## src/rtl/br_resolve.sv

```systemverilog
// EX-stage branch resolution and BHT prediction unit.
// Decides taken/not-taken from the comparator flags and funct3, checks the
// prediction carried from IF and issues a registered redirect on mispredict.
// Trains a table of 2-bit saturating counters read by the fetch stage.
module br_resolve #(
  parameter int BHT_DEPTH = 16,
  parameter int IDX_W     = $clog2(BHT_DEPTH)
) (
  input  logic        i_clk,
  input  logic        i_reset,
  input  logic [31:0] i_if_pc,
  output logic        o_pred_taken,
  input  logic        i_ex_valid,
  input  logic        i_ex_is_br,
  input  logic        i_ex_is_jmp,
  input  logic [2:0]  i_ex_funct3,
  input  logic [31:0] i_ex_pc,
  input  logic [31:0] i_ex_target,
  input  logic        i_ex_pred_taken,
  output logic        o_br_un,
  input  logic        i_br_less,
  input  logic        i_br_equal,
  output logic        o_redirect,
  output logic [31:0] o_redirect_pc,
  output logic        o_br_illegal,
  output logic [31:0] o_mispred_cnt
);

  logic [BHT_DEPTH-1:0][1:0] bht_q, bht_d;
  logic                      redirect_q, redirect_d;
  logic [31:0]               redirect_pc_q, redirect_pc_d;
  logic                      illegal_q, illegal_d;
  logic [31:0]               cnt_q, cnt_d;

  logic             act, br_sel, f3_illegal, br_legal, taken, mispred;
  logic [IDX_W-1:0] ex_idx, if_idx;
  logic [1:0]       ctr;

  // Index bits outside [IDX_W+1:2] of the fetch PC play no part (no tags).
  logic unused_if_pc;
  assign unused_if_pc = ^{i_if_pc[31:IDX_W+2], i_if_pc[1:0]};

  assign if_idx        = i_if_pc[IDX_W+1:2];
  assign ex_idx        = i_ex_pc[IDX_W+1:2];
  assign o_pred_taken  = bht_q[if_idx][1];
  assign o_br_un       = i_ex_funct3[1];
  assign o_redirect    = redirect_q;
  assign o_redirect_pc = redirect_pc_q;
  assign o_br_illegal  = illegal_q;
  assign o_mispred_cnt = cnt_q;

  // Resolve the EX instruction; the cycle after a redirect is wrong-path.
  always_comb begin
    act        = i_ex_valid & ~redirect_q;
    br_sel     = i_ex_is_br & ~i_ex_is_jmp;
    f3_illegal = (i_ex_funct3[2:1] == 2'b01);
    br_legal   = br_sel & ~f3_illegal;
    taken      = 1'b0;
    case (i_ex_funct3)
      3'b000:         taken = i_br_equal;
      3'b001:         taken = ~i_br_equal;
      3'b100, 3'b110: taken = i_br_less;
      3'b101, 3'b111: taken = ~i_br_less;
      default:        taken = 1'b0;
    endcase
    if (i_ex_is_jmp) taken = 1'b1;
    mispred = act & (br_legal | i_ex_is_jmp) & (taken != i_ex_pred_taken);
  end

  // Next-state for the redirect pulse, corrected PC, illegal flag and counter.
  always_comb begin
    redirect_d    = mispred;
    redirect_pc_d = redirect_pc_q;
    if (mispred) redirect_pc_d = taken ? i_ex_target : i_ex_pc + 32'd4;
    illegal_d     = act & br_sel & f3_illegal;
    cnt_d         = cnt_q + {31'd0, mispred};
  end

  // Saturating counter training on resolved legal conditional branches.
  always_comb begin
    bht_d = bht_q;
    ctr   = bht_q[ex_idx];
    if (act & br_legal) begin
      if (taken && ctr != 2'b11)       bht_d[ex_idx] = ctr + 2'b01;
      else if (!taken && ctr != 2'b00) bht_d[ex_idx] = ctr - 2'b01;
    end
  end

  // State registers; reset forces every counter to weakly not-taken.
  always_ff @(posedge i_clk) begin
    if (i_reset) begin
      bht_q         <= {BHT_DEPTH{2'b01}};
      redirect_q    <= 1'b0;
      redirect_pc_q <= 32'h0;
      illegal_q     <= 1'b0;
      cnt_q         <= 32'h0;
    end else begin
      bht_q         <= bht_d;
      redirect_q    <= redirect_d;
      redirect_pc_q <= redirect_pc_d;
      illegal_q     <= illegal_d;
      cnt_q         <= cnt_d;
    end
  end

endmodule
```

## config.mk

```make
export PLATFORM = sky130hd
export DESIGN_NAME = br_resolve
export DESIGN_NICKNAME = d
export VERILOG_FILES = /design/src/rtl/br_resolve.sv
export SDC_FILE = /design/constraint.sdc
export NUM_CORES = 1
export LEC_CHECK = 0
export CAP_MARGIN = 10
export CORE_AREA = 4 4 133 135
export DETAILED_ROUTE_END_ITERATION = 12
export DIE_AREA = 0 0 137 139
export SETUP_SLACK_MARGIN = 0.1
export SYNTH_ARGS = -nofsm -noshare
export SYNTH_HDL_FRONTEND = slang
export SYNTH_SLANG_ARGS = --single-unit
```

## constraint.sdc

```tcl
create_clock -name i_clk -period 7.85 [get_ports i_clk]
set_input_delay 1.57 -clock i_clk [delete_from_list [all_inputs] [get_ports i_clk]]
set_output_delay 1.57 -clock i_clk [all_outputs]
set_load 0.05 [all_outputs]
```

# Word-level counts from Yosys, hierarchy flattened
# Cells that the tools add are included.
[classes]
order_cmp = 3
n_eq_ne = 8
bitwise = 14
n_mux = 13
n_reduce_logical = 10
add_sub_neg = 4
[ops]
columns = ["cell", "count"]
rows = [
  ["$mux 32", 3],
  ["$bwmux 32", 2],
  ["$add 32x1->32", 1],
  ["$add 32x3->32 const B", 1],
  ["$bmux 2 s4", 2],
  ["$eq 3x3->1 const B", 4],
  ["$lt 4x5->1 const B", 2],
  ["$and 1x1->1", 8],
  ["$demux 2 s4", 1],
  ["$mux 2", 3],
  ["$not 1->1", 5],
  ["$ge 4x1->1 const B", 1],
  ["$pmux 1 s4", 1],
  ["$reduce_bool 2->1", 2],
  ["$reduce_or 2->1", 2],
  ["$eq 3x1->1 const B", 1],
  ["$logic_and 1x1->1", 3],
  ["$logic_not 3->1", 1],
  ["$add 2x1->2 const B", 1],
  ["$eq 2x1->1 const B", 1],
  ["$ne 2x2->1 const B", 1],
  ["$reduce_and 2->1", 1],
  ["$sub 2x1->2 const B", 1],
  ["$logic_not 1->1", 1],
  ["3 further kinds", 3],
]
[totals]
in_bits = 107
ff_bits = 98
wordCells = 72
output_inout_bits = 68

# Depth between registers and ports, before layout
[logic_depth]
depth_word = 8
ltp_mapped = 13
mapped_depth_nobuf = 11

# Worst setup path after synthesis
# No wires, ideal clock.
[synth_timing]
path_kind = "input to register"
from = "input i_ex_funct3[0]"
to = "register cnt_q[26], in the netlist o_mispred_cnt[26]"
t_arrival_ns = 4.505
cell_stages = 13
path_slack_ns = 3.218
required_ns = 7.722
n_path_buf = 2
setup_time_ns = 0.128
path_cell_list = "xor2_1 -> a221oi_4 -> xnor2_1 -> nor2_1 -> buf_2 -> ha_1 -> ha_1 -> nand4_1 -> or4_1 -> buf_2 -> nor4b_1 -> xnor2_1 -> nor2_1"
[synth_via]
elab_chain_len = 7
word_cells_on_any_way = 13
cone_classes = "add/sub (1); eq/ne (6); mux (2); bitwise (1); reduce/logical (3)"
[synth_lines]
columns = ["item", "line", "rtl"]
rows = [
  ["start, declared", "16", "input logic [2:0] i_ex_funct3,"],
  ["$eq 3x3->1", "59", "case (i_ex_funct3)"],
  ["$reduce_or 2->1", "59", ""],
  ["$pmux 1 s4 (*)", "59", ""],
  ["$mux 1 (*)", "66", "if (i_ex_is_jmp) taken = 1'b1;"],
  ["$ne 1x1->1 (*)", "67", "mispred = act & (br_legal | i_ex_is_jmp) & (taken != i_ex_pred_taken);"],
  ["$and 1x1->1 (*)", "67", ""],
  ["via mispred", "35", "logic act, br_sel, f3_illegal, br_legal, taken, mispred;"],
  ["$add 32x1->32 (*)", "76", "cnt_d = cnt_q + {31'd0, mispred};"],
  ["end signal, assigned", "102", "cnt_q <= cnt_d;"],
  ["end, declared", "33", "logic [31:0] cnt_q, cnt_d;"],
]
# The timed path passes the listed nets; every way through them passes the cells marked *.
# A chain may end at the register's enable or synchronous reset.

# Worst setup path in the final report
[layout_timing]
from = "input i_if_pc[2]"
to = "output o_pred_taken"
[layout_via]
elab_chain_len = 2
[layout_lines]
columns = ["item", "line", "rtl"]
rows = [
  ["start, declared", "11", "input logic [31:0] i_if_pc,"],
  ["$bmux 2 s4", "45", "assign o_pred_taken = bht_q[if_idx][1];"],
  ["$mux 2 (implied by the code)", "45", ""],
  ["end, declared", "12", "output logic o_pred_taken,"],
]
# No other way between the ends. The select of a mux whose other input is x is not followed.

==> run summary <==
The tools report the element type at the critical path start as an input port. For this block, the routed nets add up to 17100 µm of wire. Final hold violation count: 0.

In the synthesized netlist the dominant register cell turns out to be sky130_fd_sc_hd__dfxtp_1. The startpoint identified for the worst register-to-register timing path is o_redirect. The post-route netlist has 6.35% of its cells at a drive strength greater than 1. The final route contains 5470 vias.

The cell at the slowest stage of the critical path was sky130_fd_sc_hd__clkdlybuf4s50_1. TritonCTS built the clock tree. For the iteration-0 DRC count of the detailed router, the log shows 311. Global routing finished with a remaining overflow of 0. The critical path is of the input port to output pin type.

The count of buffers added on input and output ports is 146. At the later pin of the worst-skew pair, clock insertion delay measures 350 ps. The dominant combinational cell family by area after synthesis was simple AND/OR/NAND/NOR gates. The final worst-path cycle share was 71.9%. The tools report the final weighted congestion of routability-driven global placement as 0.807. After clock tree synthesis, the clock-pin slew on the worst setup and hold paths is 70 ps. Of all nets on the critical path, the largest fanout is 4.

For this run, design rule violations remaining after detail routing come to 0. The run finished with clean final reports. The Yosys step of the flow raised 0 warnings. The source of the worst hold timing path is o_redirect_pc[10].

The run gives 0 as the count of final max-slew check failures. The design draws 1180 µW. The worst hold path terminates at o_redirect_pc[10]. The tools report the total of hold buffers inserted after clock tree synthesis as 0. The core region is 16500 µm². Setup violations remaining at the end of the flow were counted as 0. The summed instance area of the synthesized netlist came out at 5550 µm². The top cell types in the final layout, fill and taps aside, are sky130_fd_sc_hd__clkdlybuf4s50_1 (145), sky130_fd_sc_hd__dfxtp_1 (98), sky130_fd_sc_hd__nor2_1 (57). The worst pin sits at a relative slew slack of 21.6%.

The via density per instance was 5.43. The worst hold path was traced through 2 stages. The total power density per cell area is 158 nW/µm². At the pin with the least slew margin, the transition time is 1170 ps. For the boundary pin count, the log shows 175. The number of unique standard cell types used by synthesis is 47, and the die footprint is 19000 µm². The tools report the instance count of the mapped netlist as 665. The clock tree synthesis step divided the H-tree into 3 levels. The post-route worst hold slack was 476 ps; the fraction of registers with async set or reset after synthesis was 0%.

For the number of antenna violations at the first check in global routing, the log shows 0. Relative to the synthesized area, the layout overhead comes to 33.8%. Entering global routing, the biggest net connects 60 pins. The average wire length per cell after detail routing is 17.0 µm, and the post-synthesis share of cell area spent on xor and xnor gates is 7.42%. The average size of a mapped cell works out to 8.34 µm². Across the VDD grid, the largest voltage drop is 0.104 mV. Number of buffers on the longest clock path: 2. Multiplexer cells account for 7.65% of the synthesized area. The number of gates resized after CTS was 0. The simple logic cell fraction of the synthesized area is 25.8%, and the residual antenna-violating net count after detailed routing is 0.

In this design, the stage delay of the slowest critical-path cell is 730 ps. STA classifies the critical path endpoint as an output pin. For this run, the total global-route usage over all layers was measured as 17.9%. Number of rows created at floorplan: 47. Setup repair after global routing left no endpoint under its margin.

The smallest clock period supported by the final layout is computed as 5650 ps. The floorplan step set the die width to 137 µm. The synthesized netlist devotes 1.80% of its cell area to adder and majority cells. The slack of the worst reg-to-reg path is 4450 ps, and the starting density of the core is 33.7%.

Leaving out filler cells and counting taps, the final layout contains 1007. The placed wire-length estimate after detailed placement came out at 12300 µm. The number of clock buffers inserted by TritonCTS came out at 9.

The number of antenna diodes in the final layout is 0. At the worst endpoint, the required time is 6280 ps. The number of cells on the worst reg-to-reg path is 10. The first detailed-routing pass ran for 5 iterations. The path class of the tightest hold or removal check is flip-flop to flip-flop. For the share of the yosys chip area belonging to registers, the log shows 35.4%. The signal on the critical path passes through clkdlybuf4s50_1 -> mux4_2 -> mux4_2 -> clkdlybuf4s50_1. The fraction of the mapped netlist area in compound gates is 17.2%.

Clock tree synthesis selected as its root buffer the cell sky130_fd_sc_hd__clkbuf_16. The first global-routing pass estimated 27700 µm of wire. The tools report the number of buffers added for setup after CTS as 0. The tools report the capturing point of the worst reg2reg path as o_mispred_cnt[28]. Based on the critical path, the design can be clocked at up to 177 MHz.

The final layout contains 897 nets. The die is 139 µm tall. After synthesis the netlist holds a flip-flop and latch count of 98.

The tree built by TritonCTS fans out to 98 sinks. Summed over all cells, the static leakage comes to 0.00253 µW. In the final timing run, aggregate negative setup slack is 0 ps. The via count of the first global-routing pass was 5431. The most common library cell in the layout ignoring fill and taps is sky130_fd_sc_hd__clkdlybuf4s50_1. The number of cells after detailed placement was 991; the reported max-cap violation count was 0. Yosys mapped a number of flops with a built-in enable equal to 0. For the final worst clock skew, the log shows 7.29 ps.

At the worst endpoint, the arrival time is 4080 ps. The run gives 780 as the synthesized net count.
-- cells by family after synthesis --
logic type               Yosys count
AND/OR/NAND/NOR                  280
AO/OA/AOI/OAI                    142
multiplexers                      24
adder cells (fa/ha/maj)            8
buffers and inverters             66
flip-flops                        98
XOR/XNOR                          47
-- final cells by class --
cell class              count  area, µm²
fillers                  1598       9040
multi-input cells         501       3320
flip-flops and latches     98       1960
repair buffers            153       1510
well taps                 220        275
clock buffers               9        225
inverters                  19       71.3
clock inverters             7       60.1
-- worst max-delay path, delay by kind of cell --
family | cells | cell delay, ps
buffers and inverters | 2 | 1420
muxes | 2 | 1080
-- how the worst max path moves through the flow --
stage	start	endpoint	slack (ps)	cells past startpoint
floorplan	i_ex_funct3[0]	o_mispred_cnt[26]	3220	13
global placement	i_ex_funct3[2]	o_mispred_cnt[26]	2110	13
detailed placement	i_ex_funct3[2]	o_mispred_cnt[28]	2030	13
CTS	i_if_pc[2]	o_pred_taken	2180	4
global route	i_ex_funct3[2]	o_mispred_cnt[24]	2030	13
finish	i_if_pc[2]	o_pred_taken	2200	4
-- synthesized netlist by cell type (14+ instances only) --
library cell               instances  area [µm²]
sky130_fd_sc_hd__inv_1            19        71.3
sky130_fd_sc_hd__nand3_1          40         200
sky130_fd_sc_hd__nor3_1           31         155
sky130_fd_sc_hd__a31oi_1          19         119
sky130_fd_sc_hd__nor2_1           57         214
sky130_fd_sc_hd__clkbuf_1         34         128
sky130_fd_sc_hd__nand4_1          16         100
sky130_fd_sc_hd__nand2b_1         16         100
sky130_fd_sc_hd__xnor2_1          21         184
sky130_fd_sc_hd__nand2_1          55         206
sky130_fd_sc_hd__o21bai_1         16         120
sky130_fd_sc_hd__o21ai_0          31         155
sky130_fd_sc_hd__xor2_1           26         228
sky130_fd_sc_hd__a21oi_1          33         165
sky130_fd_sc_hd__mux4_2           14         315
sky130_fd_sc_hd__nor4_1           14        87.6
sky130_fd_sc_hd__dfxtp_1          98        1960
-- where the power goes --
group / switching [µW] / internal [µW] / total, µW
sequential: 7.41 / 510 / 517
combinational: 135 / 89.2 / 224
clock: 213 / 221 / 434
total: 355 / 820 / 1180
-- metrics by stage --
stage,utilization (%),cell area [µm²],setup WS [ps]
6_report,45.1,7420,2200
4_1_cts,45.1,7420,2180
2_1_floorplan,-,5550,3220
3_3_place_gp,43.3,7130,2110
5_1_grt,45.1,7420,2030
3_5_place_dp,43.3,7140,2030
-- per-layer routing --
metal	up-vias	GRT usage, %	wire length, µm
li1	2688	-	-
met1	2588	23.4	7610
met2	170	28.2	8090
met3	24	4.28	1100
met4	0	6.88	333
met5	-	0	0
No activity file was read; power rests on OpenSTA's default activity.
